**src/rtl/load_store_unit.sv**
```systemverilog
// Purpose : data-side load/store unit; checks, formats and runs one core memory access over a valid/ready port.
// Latency : request accepted in IDLE, mem_req from the next cycle, result/retire one cycle after mem_ready.
// Backpress: core is stalled while a request is pending; mem_req is held with stable mem_* until mem_ready or timeout.
//
// Ports:
//   clk, reset (async active-low)      - clock and reset
//   req_valid/store/funct3/addr/wdata  - core request, held stable while stall is 1
//   stall, load_valid, load_data, fault- core-side status and load result
//   mem_req/we/addr/wdata/wstrb        - memory request (registered, stable during BUSY)
//   mem_ready, mem_rdata               - memory acceptance and read data
module load_store_unit #(
    parameter int unsigned TIMEOUT_CYCLES = 255
) (
    input  logic        clk,
    input  logic        reset,
    input  logic        req_valid,
    input  logic        req_store,
    input  logic [2:0]  req_funct3,
    input  logic [31:0] req_addr,
    input  logic [31:0] req_wdata,
    output logic        stall,
    output logic        load_valid,
    output logic [31:0] load_data,
    output logic        fault,
    output logic        mem_req,
    output logic        mem_we,
    output logic [31:0] mem_addr,
    output logic [31:0] mem_wdata,
    output logic [3:0]  mem_wstrb,
    input  logic        mem_ready,
    input  logic [31:0] mem_rdata
);

    typedef enum logic [1:0] {
        S_IDLE  = 2'd0,
        S_BUSY  = 2'd1,
        S_DONE  = 2'd2,
        S_FAULT = 2'd3
    } state_t;

    // Counter only has to reach TIMEOUT_CYCLES-1.
    localparam int unsigned CW       = (TIMEOUT_CYCLES < 2) ? 1 : $clog2(TIMEOUT_CYCLES);
    localparam bit          TO_EN    = (TIMEOUT_CYCLES != 0);
    localparam logic [CW-1:0] CNT_LAST = (TIMEOUT_CYCLES == 0) ? '0 : CW'(TIMEOUT_CYCLES - 1);

    state_t        state_q, state_d;
    logic [CW-1:0] cnt_q, cnt_d;
    logic [31:0]   addr_q, addr_d;
    logic          we_q, we_d;
    logic [31:0]   wdata_q, wdata_d;
    logic [3:0]    wstrb_q, wstrb_d;
    logic [1:0]    off_q, off_d;
    logic [2:0]    f3_q, f3_d;
    logic [31:0]   ldata_q, ldata_d;

    // ------------------------------------------------------------------
    // Request checking
    // ------------------------------------------------------------------
    logic req_illegal;
    logic req_misalign;

    always_comb begin
        req_illegal = 1'b0;
        if (req_store) begin
            req_illegal = (req_funct3 >= 3'd3);
        end else begin
            req_illegal = (req_funct3 == 3'd3) || (req_funct3 == 3'd6) || (req_funct3 == 3'd7);
        end
    end

    // funct3[1:0] encodes access size for every legal opcode (0 byte, 1 half, 2 word).
    always_comb begin
        req_misalign = 1'b0;
        case (req_funct3[1:0])
            2'd1:    req_misalign = req_addr[0];
            2'd2:    req_misalign = (req_addr[1:0] != 2'b00);
            default: req_misalign = 1'b0;
        endcase
    end

    // ------------------------------------------------------------------
    // Store formatting: replicate data across lanes, strobe selects lane(s)
    // ------------------------------------------------------------------
    logic [31:0] st_wdata;
    logic [3:0]  st_wstrb;

    always_comb begin
        st_wdata = req_wdata;
        st_wstrb = 4'b1111;
        case (req_funct3[1:0])
            2'd0: begin
                st_wdata = {4{req_wdata[7:0]}};
                st_wstrb = 4'b0001 << req_addr[1:0];
            end
            2'd1: begin
                st_wdata = {2{req_wdata[15:0]}};
                st_wstrb = req_addr[1] ? 4'b1100 : 4'b0011;
            end
            default: begin
                st_wdata = req_wdata;
                st_wstrb = 4'b1111;
            end
        endcase
    end

    // ------------------------------------------------------------------
    // Load formatting from the latched lane offset and funct3
    // ------------------------------------------------------------------
    logic [7:0]  ld_byte;
    logic [15:0] ld_half;
    logic [31:0] ld_fmt;

    always_comb begin
        ld_byte = mem_rdata[7:0];
        case (off_q)
            2'd0:    ld_byte = mem_rdata[7:0];
            2'd1:    ld_byte = mem_rdata[15:8];
            2'd2:    ld_byte = mem_rdata[23:16];
            default: ld_byte = mem_rdata[31:24];
        endcase
        ld_half = off_q[1] ? mem_rdata[31:16] : mem_rdata[15:0];

        ld_fmt = mem_rdata;
        case (f3_q)
            3'd0:    ld_fmt = {{24{ld_byte[7]}}, ld_byte};
            3'd4:    ld_fmt = {24'b0, ld_byte};
            3'd1:    ld_fmt = {{16{ld_half[15]}}, ld_half};
            3'd5:    ld_fmt = {16'b0, ld_half};
            default: ld_fmt = mem_rdata;
        endcase
    end

    // ------------------------------------------------------------------
    // FSM next-state and datapath capture
    // ------------------------------------------------------------------
    always_comb begin
        state_d = state_q;
        cnt_d   = cnt_q;
        addr_d  = addr_q;
        we_d    = we_q;
        wdata_d = wdata_q;
        wstrb_d = wstrb_q;
        off_d   = off_q;
        f3_d    = f3_q;
        ldata_d = ldata_q;

        case (state_q)
            S_IDLE: begin
                if (req_valid) begin
                    if (req_illegal || req_misalign) begin
                        state_d = S_FAULT;
                    end else begin
                        state_d = S_BUSY;
                        addr_d  = {req_addr[31:2], 2'b00};
                        we_d    = req_store;
                        wdata_d = st_wdata;
                        wstrb_d = req_store ? st_wstrb : 4'b0000;
                        off_d   = req_addr[1:0];
                        f3_d    = req_funct3;
                        cnt_d   = '0;
                    end
                end
            end
            S_BUSY: begin
                // A ready in the expiry cycle still completes the access.
                if (mem_ready) begin
                    state_d = S_DONE;
                    if (!we_q) begin
                        ldata_d = ld_fmt;
                    end
                end else if (TO_EN && (cnt_q == CNT_LAST)) begin
                    state_d = S_FAULT;
                end else begin
                    cnt_d = cnt_q + 1'b1;
                end
            end
            // The core still presents the retiring instruction in DONE, so req_valid is ignored.
            S_DONE:  state_d = S_IDLE;
            S_FAULT: state_d = S_IDLE;
            default: state_d = S_IDLE;
        endcase
    end

    always_ff @(posedge clk or negedge reset) begin
        if (!reset) begin
            state_q <= S_IDLE;
            cnt_q   <= '0;
            addr_q  <= '0;
            we_q    <= 1'b0;
            wdata_q <= '0;
            wstrb_q <= '0;
            off_q   <= '0;
            f3_q    <= '0;
            ldata_q <= '0;
        end else begin
            state_q <= state_d;
            cnt_q   <= cnt_d;
            addr_q  <= addr_d;
            we_q    <= we_d;
            wdata_q <= wdata_d;
            wstrb_q <= wstrb_d;
            off_q   <= off_d;
            f3_q    <= f3_d;
            ldata_q <= ldata_d;
        end
    end

    // ------------------------------------------------------------------
    // Outputs
    // ------------------------------------------------------------------
    // stall looks at req_valid combinationally, so it is gated by reset to stay 0 during reset.
    assign stall      = reset && (((state_q == S_IDLE) && req_valid) || (state_q == S_BUSY));
    assign mem_req    = (state_q == S_BUSY);
    assign load_valid = (state_q == S_DONE) && !we_q;
    assign fault      = (state_q == S_FAULT);
    assign load_data  = ldata_q;
    assign mem_we     = we_q;
    assign mem_addr   = addr_q;
    assign mem_wdata  = wdata_q;
    assign mem_wstrb  = wstrb_q;

endmodule
```
**config.mk**
```make
export PLATFORM = sky130hd
export DESIGN_NAME = load_store_unit
export DESIGN_NICKNAME = d
export VERILOG_FILES = /design/src/rtl/load_store_unit.sv
export SDC_FILE = /design/constraint.sdc
export NUM_CORES = 1
export LEC_CHECK = 0
export CAP_MARGIN = 40
export CORE_ASPECT_RATIO = 1.1
export CORE_MARGIN = 2
export CORE_UTILIZATION = 25
export CTS_CLUSTER_SIZE = 24
export DETAILED_ROUTE_END_ITERATION = 8
export REMOVE_ABC_BUFFERS = 1
export SYNTH_ARGS = -nofsm -noshare
export SYNTH_HDL_FRONTEND = slang
export SYNTH_SLANG_ARGS = --single-unit
```
**constraint.sdc**
```tcl
create_clock -name clk -period 3.01 [get_ports clk]
set_input_delay 0.4515 -clock clk [delete_from_list [all_inputs] [get_ports clk]]
set_output_delay 0.4515 -clock clk [all_outputs]
set_load 0.02 [all_outputs]
```
==> metrics.md <==
| Metric | Value |
|---|---|
| Root Buffer | clkbuf_16 |
| Area Overhead vs Synth | 55.1% |
| Post-synthesis cell count | 506 |
| Critical Path Source Type | flip-flop |
| Initial Utilization | 25.2% |
| Most frequent cells in the layout | 205 x clkdlybuf4s50_1, 114 x dfrtp_1, 76 x mux2_2, 57 x nand2_1 |
| FP Rows | 57 |
| Worst r2r path cells | 5 |
| Reg-to-Reg End | mem_addr[2] |
| Gpl congestion | 0.785 |
| Cell family with most CP delay | buffers and inverters |
| Ratio of total power to cell area | 1050 mW/mm^2 |
| WS Path Type | flip-flop to output port |
| Mapped Area | 0.00553 sq mm |
| Clk pin slew, worst setup/hold paths | 0.06 ns |
| Critical path endpoint category | output port |
| Post-CTS Hold Buffers | 0 |
| DR vias/cell | 4.51 |
| Initial DRC Count | 177 |
| Synth Flop Type | dfrtp_1 |
| ANT nets after route | 0 |
| Vias in the first global route | 4787 |
| First-pass GRT wire length | 26.2 mm |
| DR WL/cell | 15.9 um |
| Post-CTS Setup Inserts | 0 |
| Worst Tran Pin Value | 0.717 ns |
| Clk Latency, worst-skew pair | 0.41 ns |
| Layout cells sized above 1 | 18.8% |
| Critical path buffers and inverters | 2 |
| Die Ht | 160 um |
| Slowest CP cell | clkdlybuf4s50_1 |
| Fmax | 404 MHz |
| Total number of vias | 4616 |
| Post-CTS sizing | 0 |
| Leak | 3.63 nW |
| Hold slack | 0.174 ns |
| Grt total ovfl | 0 |
| Avg Cell Area, Syn | 10.9 sq um |
| Endpoints failing setup | 0 |
| Unrepaired setup endpoints after global routing | no |
| PortBufs | 206 |
| Htree depth | 4 |
| HPWL after DPL | 11.7 mm |
| Worst reg-to-reg setup slack | 0.98 ns |
| CTS tree | yes |
| Die area | 0.0233 sq mm |
| CP peak stage delay | 0.63 ns |
| Clock Tree Buf Depth | 2 |
| Initial antenna violation count | 0 |
| CP Max Fanout | 8 |
| Largest net degree at the start of global routing | 53 |
| Slew HR | 52.2% |
| Asr flop ratio synth | 100% |
| N_diodes | 0 |
| CP Cell Sequence | nand2b_1 -> inv_1 -> clkdlybuf4s50_1 |
| GRT Overall Usage | 14.1% |
| Status | finished, final reports clean |
| Yosys reg bits | 114 |
| WP data required | 2.56 ns |
| Core Area | 0.0219 sq mm |
| Setup WS pre-CTS | 0.210 ns |
| Synthesis warning total | 0 |
| CP arrival | 2.02 ns |
| Final worst slack | 0.538 ns |
| Worst Hold Class | input port to async pin |
| Tot Pwr | 9.01 mW |
| Minimum clock period | 2.47 ns |
| Part of the cycle the worst path needs | 82.1% |
| Pins Over Slew Limit | 0 |
| Max Cap Viol | 0 |
| Yosys cell types | 45 |
| Post-layout util | 39.1% |
| Max VDD drop | 0.000422 V |
| Hold Vio Cnt, Final | 0 |
| I/O pin cnt | 209 |
| Post-synth EDFFs | 0 |
| TritonCTS Buffers | 17 |
| Sequential fraction of the synthesis area | 51.6% |
| DRT Pass-1 Iters | 4 |
| Commonest non-fill, non-tap cell in the layout | clkdlybuf4s50_1 |
| WL final | 16.2 mm |
| Clock Sinks | 114 |
| Final nets | 827 |
| Clock Skew | 0.00816 ns |
| Reg2Reg Launch Point | state_q[0] |
| # DRC | 0 |
| Die W | 146 um |
per-stage QoR:
step                area, sq um  std cells  TNS (ns)
floorplan                  5340        474    -35.42
global placement           7930        991         0
detailed placement         7950        992         0
global route               8570       1024         0
CTS                        8570       1024         0
finish                     8570       1024         0
cell families (layout without fill, tap and decap cells):
logic type	count (synthesis)	after routing	synth area share, %
and+or+nand+nor	153	153	13.6
DFF	114	114	51.6
muxes	91	91	18.5
AOI/OAI and AO/OA	89	89	9.87
buffers and inverters	51	273	4.69
adders and majority gates	7	7	1.59
other	1	2	0.0679
cell type report:
| type | count | area (sq um) |
|---|---|---|
| clock buffer | 18 | 439 |
| clock inverter | 14 | 178 |
| fill | 2225 | 13300 |
| inverter | 18 | 67.6 |
| multi-input combinational | 342 | 2430 |
| sequential | 114 | 2850 |
| tap | 295 | 369 |
| timing repair buffer | 223 | 2230 |
worst max path at each step:
stage	startpoint	endpoint	slack, ns	cells after the start
6_report	state_q[1]	mem_req	0.54	3
2_1_floorplan	req_funct3[1]	f3_q[0]	-0.47	6
3_3_place_gp	req_funct3[1]	mem_addr[2]	0.23	8
4_1_cts	state_q[1]	mem_req	0.51	3
5_1_grt	state_q[1]	mem_req	0.42	3
3_5_place_dp	req_funct3[0]	mem_addr[2]	0.21	8
routing by layer:
metal / routed length, um / GRT usage [%] / up-vias
met2: 7380 / 22.3 / 158
li1: - / - / 2212
met5: 0 / 0 / -
met1: 7390 / 18.1 / 2233
met3: 1280 / 5.06 / 13
met4: 189 / 4.32 / 0
synthesized netlist by cell type (8+ instances only):
cell	number	area, sq um
clkbuf_1	19	71.3
dfrtp_1	114	2850
a22o_1	8	70.1
o21ai_0	15	75.1
nand2_1	57	214
mux2_2	76	856
nand3_1	39	195
a22oi_1	8	60.1
nand2b_1	9	56.3
mux2i_1	10	100
a21oi_1	39	195
inv_1	18	67.6
nor2_1	21	78.8
or3_1	8	50.1
sequential cells by signal (all words and copies together), names as in the netlist:
register and cells:
cnt_q 8, f3_q 3, load_data 32, mem_addr 30, mem_wdata 32, mem_we 1
mem_wstrb 4, off_q 2, state_q 2
where the power goes:
part           internal [mW]  total [mW]  leakage (nW)  switching (mW)
clock network           1.34        2.13         0.290           0.798
logic                   2.07        4.06          1.95            2.00
registers               2.28        2.81          1.38           0.531
Power figures use the tool's default switching activity.
